$ cat src/rtl/wb_master_if.sv
// wb_master_if: groups the command, response and Wishbone signals of wb_master.
//   master modport : the wb_master view (takes commands, drives the bus, returns responses).
//   slave modport  : the environment view (issues commands, plays the Wishbone slave).
// Parameters AWIDTH/DWIDTH set the address and data widths; byte lanes = DWIDTH/8.
interface wb_master_if #(
    parameter int AWIDTH = 5,
    parameter int DWIDTH = 32
);
    localparam int SELW = DWIDTH / 8;

    // command port
    logic              i_req_valid;
    logic              o_req_ready;
    logic              i_req_we;
    logic [AWIDTH-1:0] i_req_addr;
    logic [DWIDTH-1:0] i_req_data;
    logic [SELW-1:0]   i_req_sel;

    // response port
    logic              o_rsp_valid;
    logic [DWIDTH-1:0] o_rsp_data;
    logic              o_rsp_err;

    // Wishbone B4 pipelined bus
    logic              o_wb_cyc;
    logic              o_wb_stb;
    logic              o_wb_we;
    logic [AWIDTH-1:0] o_wb_addr;
    logic [DWIDTH-1:0] o_wb_data;
    logic [SELW-1:0]   o_wb_sel;
    logic [DWIDTH-1:0] i_wb_read_data;
    logic              i_wb_ack;
    logic              i_wb_stall;

    modport master (
        input  i_req_valid, i_req_we, i_req_addr, i_req_data, i_req_sel,
        output o_req_ready,
        output o_rsp_valid, o_rsp_data, o_rsp_err,
        output o_wb_cyc, o_wb_stb, o_wb_we, o_wb_addr, o_wb_data, o_wb_sel,
        input  i_wb_read_data, i_wb_ack, i_wb_stall
    );

    modport slave (
        output i_req_valid, i_req_we, i_req_addr, i_req_data, i_req_sel,
        input  o_req_ready,
        input  o_rsp_valid, o_rsp_data, o_rsp_err,
        input  o_wb_cyc, o_wb_stb, o_wb_we, o_wb_addr, o_wb_data, o_wb_sel,
        output i_wb_read_data, i_wb_ack, i_wb_stall
    );
endinterface

$ cat src/rtl/wb_master.sv
// wb_master: single-outstanding Wishbone B4 pipelined initiator.
// Accepts one load/store command on a valid/ready port, runs one bus cycle,
// and returns read data (or a timeout error) on a one-cycle response pulse.
// Ports:
//   m_clk : clock, rising edge
//   m_rst : asynchronous active-low reset
//   bus   : wb_master_if.master (command, response and Wishbone signals)
// Parameters: AWIDTH address width, DWIDTH data width,
//             TIMEOUT cycles from bus request to ack before an error (>= 2).
module wb_master #(
    parameter int AWIDTH  = 5,
    parameter int DWIDTH  = 32,
    parameter int TIMEOUT = 16
) (
    input  logic        m_clk,
    input  logic        m_rst,
    wb_master_if.master bus
);
    localparam int SELW = DWIDTH / 8;
    localparam int CW   = $clog2(TIMEOUT + 1);

    typedef enum logic [1:0] {IDLE, REQ, WAIT, RESP} state_t;

    state_t            state;
    state_t            state_nxt;
    logic              accept;
    logic              ack_ok;
    logic              expired;
    logic [CW-1:0]     tmo_cnt;

    logic              cyc;
    logic              stb;
    logic              we;
    logic [AWIDTH-1:0] addr;
    logic [DWIDTH-1:0] wdata;
    logic [SELW-1:0]   sel;
    logic              rsp_valid;
    logic [DWIDTH-1:0] rsp_data;
    logic              rsp_err;

    assign expired = (tmo_cnt == CW'(TIMEOUT - 1));

    always_ff @(posedge m_clk or negedge m_rst) begin
        if (!m_rst) begin
            state <= IDLE;
        end else begin
            state <= state_nxt;
        end
    end

    // An ack only counts in REQ once the strobe is taken (stall low), or in WAIT.
    // An ack arriving together with the timeout still yields a normal response.
    always_comb begin
        state_nxt = state;
        accept    = 1'b0;
        ack_ok    = 1'b0;
        case (state)
            IDLE: begin
                if (bus.i_req_valid) begin
                    accept    = 1'b1;
                    state_nxt = REQ;
                end
            end
            REQ: begin
                if (!bus.i_wb_stall && bus.i_wb_ack) begin
                    ack_ok    = 1'b1;
                    state_nxt = RESP;
                end else if (expired) begin
                    state_nxt = RESP;
                end else if (!bus.i_wb_stall) begin
                    state_nxt = WAIT;
                end
            end
            WAIT: begin
                if (bus.i_wb_ack) begin
                    ack_ok    = 1'b1;
                    state_nxt = RESP;
                end else if (expired) begin
                    state_nxt = RESP;
                end
            end
            RESP:    state_nxt = IDLE;
            default: state_nxt = IDLE;
        endcase
    end

    // Bus and response outputs are flops loaded from the next state, so they
    // line up with the state register without any combinational path from inputs.
    always_ff @(posedge m_clk or negedge m_rst) begin
        if (!m_rst) begin
            cyc       <= 1'b0;
            stb       <= 1'b0;
            rsp_valid <= 1'b0;
            tmo_cnt   <= '0;
            we        <= 1'b0;
            addr      <= '0;
            wdata     <= '0;
            sel       <= '0;
            rsp_data  <= '0;
            rsp_err   <= 1'b0;
        end else begin
            cyc       <= (state_nxt == REQ) || (state_nxt == WAIT);
            stb       <= (state_nxt == REQ);
            rsp_valid <= (state_nxt == RESP);

            if (accept) begin
                tmo_cnt <= '0;
                we      <= bus.i_req_we;
                addr    <= bus.i_req_addr;
                wdata   <= bus.i_req_data;
                sel     <= bus.i_req_sel;
            end else if ((state == REQ) || (state == WAIT)) begin
                tmo_cnt <= tmo_cnt + 1'b1;
            end

            if (ack_ok) begin
                rsp_data <= we ? '0 : bus.i_wb_read_data;
                rsp_err  <= 1'b0;
            end else if (state_nxt == RESP) begin
                // only reachable from REQ/WAIT without an ack: the cycle timed out
                rsp_data <= '0;
                rsp_err  <= 1'b1;
            end
        end
    end

    assign bus.o_req_ready = (state == IDLE);
    assign bus.o_rsp_valid = rsp_valid;
    assign bus.o_rsp_data  = rsp_data;
    assign bus.o_rsp_err   = rsp_err;
    assign bus.o_wb_cyc    = cyc;
    assign bus.o_wb_stb    = stb;
    assign bus.o_wb_we     = we;
    assign bus.o_wb_addr   = addr;
    assign bus.o_wb_data   = wdata;
    assign bus.o_wb_sel    = sel;
endmodule

$ cat src/flat_wrapper.sv
// flat-port wrapper written by rule: the top's interface ports become plain ports
module wb_master_flat 
#(
    parameter int AWIDTH  = 5,
    parameter int DWIDTH  = 32,
    parameter int TIMEOUT = 16
)
  (m_clk, m_rst, bus_i_req_valid, bus_i_req_we, bus_i_req_addr, bus_i_req_data, bus_i_req_sel, bus_o_req_ready, bus_o_rsp_valid, bus_o_rsp_data, bus_o_rsp_err, bus_o_wb_cyc, bus_o_wb_stb, bus_o_wb_we, bus_o_wb_addr, bus_o_wb_data, bus_o_wb_sel, bus_i_wb_read_data, bus_i_wb_ack, bus_i_wb_stall);
  wb_master_if #(.AWIDTH(AWIDTH), .DWIDTH(DWIDTH)) bus_i ();
  input  logic m_clk;
  input  logic m_rst;
  input wire logic [$bits(bus_i.i_req_valid)-1:0] bus_i_req_valid;
  input wire logic [$bits(bus_i.i_req_we)-1:0] bus_i_req_we;
  input wire logic [$bits(bus_i.i_req_addr)-1:0] bus_i_req_addr;
  input wire logic [$bits(bus_i.i_req_data)-1:0] bus_i_req_data;
  input wire logic [$bits(bus_i.i_req_sel)-1:0] bus_i_req_sel;
  output wire logic [$bits(bus_i.o_req_ready)-1:0] bus_o_req_ready;
  output wire logic [$bits(bus_i.o_rsp_valid)-1:0] bus_o_rsp_valid;
  output wire logic [$bits(bus_i.o_rsp_data)-1:0] bus_o_rsp_data;
  output wire logic [$bits(bus_i.o_rsp_err)-1:0] bus_o_rsp_err;
  output wire logic [$bits(bus_i.o_wb_cyc)-1:0] bus_o_wb_cyc;
  output wire logic [$bits(bus_i.o_wb_stb)-1:0] bus_o_wb_stb;
  output wire logic [$bits(bus_i.o_wb_we)-1:0] bus_o_wb_we;
  output wire logic [$bits(bus_i.o_wb_addr)-1:0] bus_o_wb_addr;
  output wire logic [$bits(bus_i.o_wb_data)-1:0] bus_o_wb_data;
  output wire logic [$bits(bus_i.o_wb_sel)-1:0] bus_o_wb_sel;
  input wire logic [$bits(bus_i.i_wb_read_data)-1:0] bus_i_wb_read_data;
  input wire logic [$bits(bus_i.i_wb_ack)-1:0] bus_i_wb_ack;
  input wire logic [$bits(bus_i.i_wb_stall)-1:0] bus_i_wb_stall;
  assign bus_i.i_req_valid = bus_i_req_valid;
  assign bus_i.i_req_we = bus_i_req_we;
  assign bus_i.i_req_addr = bus_i_req_addr;
  assign bus_i.i_req_data = bus_i_req_data;
  assign bus_i.i_req_sel = bus_i_req_sel;
  assign bus_o_req_ready = bus_i.o_req_ready;
  assign bus_o_rsp_valid = bus_i.o_rsp_valid;
  assign bus_o_rsp_data = bus_i.o_rsp_data;
  assign bus_o_rsp_err = bus_i.o_rsp_err;
  assign bus_o_wb_cyc = bus_i.o_wb_cyc;
  assign bus_o_wb_stb = bus_i.o_wb_stb;
  assign bus_o_wb_we = bus_i.o_wb_we;
  assign bus_o_wb_addr = bus_i.o_wb_addr;
  assign bus_o_wb_data = bus_i.o_wb_data;
  assign bus_o_wb_sel = bus_i.o_wb_sel;
  assign bus_i.i_wb_read_data = bus_i_wb_read_data;
  assign bus_i.i_wb_ack = bus_i_wb_ack;
  assign bus_i.i_wb_stall = bus_i_wb_stall;
  wb_master #(.AWIDTH(AWIDTH), .DWIDTH(DWIDTH), .TIMEOUT(TIMEOUT)) u_core (.m_clk(m_clk), .m_rst(m_rst), .bus(bus_i));
endmodule
$ cat config.mk
export PLATFORM = sky130hd
export DESIGN_NAME = wb_master_flat
export DESIGN_NICKNAME = d
export VERILOG_FILES = /design/src/rtl/wb_master_if.sv /design/src/rtl/wb_master.sv /design/src/flat_wrapper.sv
export SDC_FILE = /design/constraint.sdc
export NUM_CORES = 1
export LEC_CHECK = 0
export ABC_AREA = 1
export BUFFER_PORTS_ARGS = -buffer_cell sky130_fd_sc_hd__buf_2
export CAP_MARGIN = 20
export CORE_MARGIN = 4
export CORE_UTILIZATION = 32
export DETAILED_ROUTE_END_ITERATION = 16
export PLACE_DENSITY = 0.7
export SYNTH_ARGS = -nofsm -noshare
export SYNTH_HDL_FRONTEND = slang
export SYNTH_SLANG_ARGS = --single-unit
$ cat constraint.sdc
create_clock -name m_clk -period 1.6 [get_ports m_clk]
set_input_delay 0.16 -clock m_clk [delete_from_list [all_inputs] [get_ports m_clk]]
set_output_delay 0.16 -clock m_clk [all_outputs]
set_load 0.005 [all_outputs]
==> metrics.cfg <==
[drt]
top_layer_used = met4
ant_nets = 0
drt-total-wl_um = 10600
wire_per_inst_um = 13.9
vias = 3400
drc = 0
avgViaCountPerCell = 4.44
first_iter_violations = 316
wl_met3_um = 749
dr.pass1.iters = 4
wl_met2_um = 5230
wl_met1_um = 4430

[sta]
setup_viol = 36
rsz0062_at_grt = true
fin_ws_ns = -0.247
maxSlewHeadroom = 0.690
drv_slew = 0
fin_crit_sh = 1.15
finalCriticalPeriod_ns = 1.85
finalClockSkew_ns = 0.00960
worst_pin_slew_ns = 0.465
hold_viol = 0
fmax_mhz = 541

[worst_setup_path]
path_max_fanout = 8
critPathArrivalTime_ns = 2.13
worst_path_largest_cell_delay_ns = 0.39
end_kind = flop
crit_family = simple AND/OR/NAND/NOR gates
start_kind = flop
worst-path-buf-inv = 3
crit_required_ns = 1.88
crit_path_cell_trace = ha_2, inv_2, nor3_4, ha_2, buf_4, o21ai_2, nand2_1, nand2_2, nand2_4, buf_12, nand2_8, nand3_2, nand2_1
path_class = reg -> reg
slowest_stage = dfrtp_1

[synth]
synth.most_common_cell = nand2_1
syn_avg_cell_area_um2 = 9.08
yosysSeqAreaShare = 0.603
netlist.area_leader.share = 0.603
ys_top_cells_by_area = dfrtp_1 (60%), nand2_1 (21%), nand3_1 (3.1%), nand3_2 (3.1%), ha_1 (2.5%)
synth_cell_types = 26
yosysTopAreaCell = dfrtp_1
synth_edf_count = 0
synth_ff_type = dfrtp_1
synth_nets = 474
synth_area_um2 = 3520
async_flop_share = 1.00
yosysWarnings = 0
synth_common_cells = nand2_1 (201), dfrtp_1 (85), nand3_1 (22)
ys_ff_latch = 85
netlist_instances = 388

[floorplanning]
initial_core_util = 0.327
fp.dieW_um = 113
core_um2 = 10800
die_h_um = 113
ios = 158
num_rows = 38
dieArea_um2 = 12800

[cts]
numClockSinks = 85
cts.htree.levels = 3
cts_inserted_buffers = 9
cts_buffer_depth = 2
clock_latency_ns = 0.35
cts_tree = done
path_clk_slew_ns = 0.08
cts_root_buf = clkbuf_8

[final_layout]
stdcell_count = 765
diodes = 0
drive_gt1_frac = 0.389
fin_nets = 708
area_growth_pct = 57.8

[place]
dpl_worst_slack_ns = -0.321
gp_congestion = 0.812
io_buffers = 157
place_inst = 688
place_hpwl_um = 6850

[status]
status = finished, violations left
violations = setup timing

[grt]
grt_usage = 0.162
grt_overflow = 0
grt_max_degree = 43
grt_pass1_vias = 3586
antenna_found_initial = 0
grt_pass1_wl_um = 16900

[power]
power_density_nw_per_um2 = 1670
power_leakage_nw = 3.13
ir_drop_uv = 860

[worst_hold_path]
worstHoldPathType = in -> reg

[run]
timing.max_cap.violations = 0

cells in the final DEF (no fill, tap or decap), drive strengths merged:
cell,synthesis,routed
ha,7,7
nand2,204,207
buf,14,185
inv,18,18
nor2,7,7
clkbuf,5,11
a21boi,1,1
dfrtp,85,85
dlygate4sd3,0,53
a211oi,2,2
nor4,1,1
a31oi,1,1
nor3,6,6
bufinv,0,2
nand3,33,33
o21ai,2,2
a21oi,2,2
clkinv,0,2
report_power, final:
| part | switching [mW] | internal (mW) | total [mW] | leakage (nW) |
|---|---|---|---|---|
| Sequential | 0.485 | 2.99 | 3.47 | 1.09 |
| Combinational | 2.28 | 1.92 | 4.20 | 1.93 |
| Clock | 0.733 | 0.905 | 1.64 | 0.108 |
| Total | 3.50 | 5.82 | 9.31 | 3.13 |
final timing paths:
path                                         startpoint                   endpoint  slack [ns]  cells past startpoint
worst min-delay path              bus_i_wb_read_data[4]   u_core.bus.o_rsp_data[4]        0.01                      3
worst max-delay path                  u_core.tmo_cnt[0]  u_core.bus.o_rsp_data[27]       -0.25                     13
worst min register to register  u_core.bus.o_wb_data[3]    u_core.bus.o_wb_data[3]        0.48                      2
max in group asynchronous                         m_rst   u_core.bus.o_wb_data[24]        0.75                      3
worst max register to register        u_core.tmo_cnt[0]  u_core.bus.o_rsp_data[27]       -0.25                     13
min in group asynchronous                         m_rst  u_core.bus.o_rsp_data[29]        0.29                      2
metal layers:
| metal | global-route usage | vias up |
|---|---|---|
| met2 | 0.273 | 135 |
| met4 | 0.0657 | 0 |
| met1 | 0.201 | 1576 |
| met3 | 0.0380 | 20 |
| li1 | - | 1669 |
| met5 | 0 | - |
through the flow:
step                instance area [um^2]  setup TNS [ns]  total power [mW]   util  hold WS, ns
floorplan                           3540           -1.10              5.30      -       -0.136
CTS                                 5390           -8.59              8.98  0.500     0.000581
finish                              5560           -7.75              9.31  0.515       0.0104
global placement                    4580           -5.41              6.71  0.424        0.134
detailed placement                  4580           -9.66              6.88  0.424        0.142
global route                        5560          -12.10              10.1  0.515      0.00913
worst reg2reg max path, cell delays in order, from the launching register on:
cell and delay (ns):
dfrtp_1 0.39, ha_2 0.19, inv_2 0.07, nor3_4 0.04
ha_2 0.20, buf_4 0.14, o21ai_2 0.12, nand2_1 0.07
nand2_2 0.07, nand2_4 0.06, buf_12 0.15, nand2_8 0.12
nand3_2 0.08, nand2_1 0.07
cells by family after synthesis:
group / after synthesis / synth area share
buf+inv: 37 / 0.0515
compound gates: 8 / 0.0170
fa+ha+maj: 7 / 0.0248
simple gates: 251 / 0.303
flops: 85 / 0.603
cell type report:
type | instances | area [um^2]
flip-flops and latches | 85 | 2130
inverters | 18 | 70.1
clock inverters | 4 | 73.8
clock buffers | 10 | 138
well taps | 140 | 175
multi-input cells | 269 | 1360
fillers | 977 | 5230
repair buffers | 239 | 1620
sequential cells by signal, summed over array words and instances, names as in the netlist:
signal and count:
u_core.bus.o_rsp_data 32, u_core.bus.o_rsp_err 1, u_core.bus.o_rsp_valid 1, u_core.bus.o_wb_addr 5
u_core.bus.o_wb_cyc 1, u_core.bus.o_wb_data 32, u_core.bus.o_wb_sel 4, u_core.bus.o_wb_stb 1
u_core.bus.o_wb_we 1, u_core.state 2, u_core.tmo_cnt 5
repair_timing:
item | 4_1_cts | 5_1_grt
endpoints found under the hold margin | 83 | 0
setup endpoints to repair | 64 | 79
buffers inserted | 3 | 3
gates resized for setup | 7 | 24
hold buffers | 53 | 0
cloned | 1 | 3
pin swaps | 2 | 5
(Power assumes the default switching activity.)
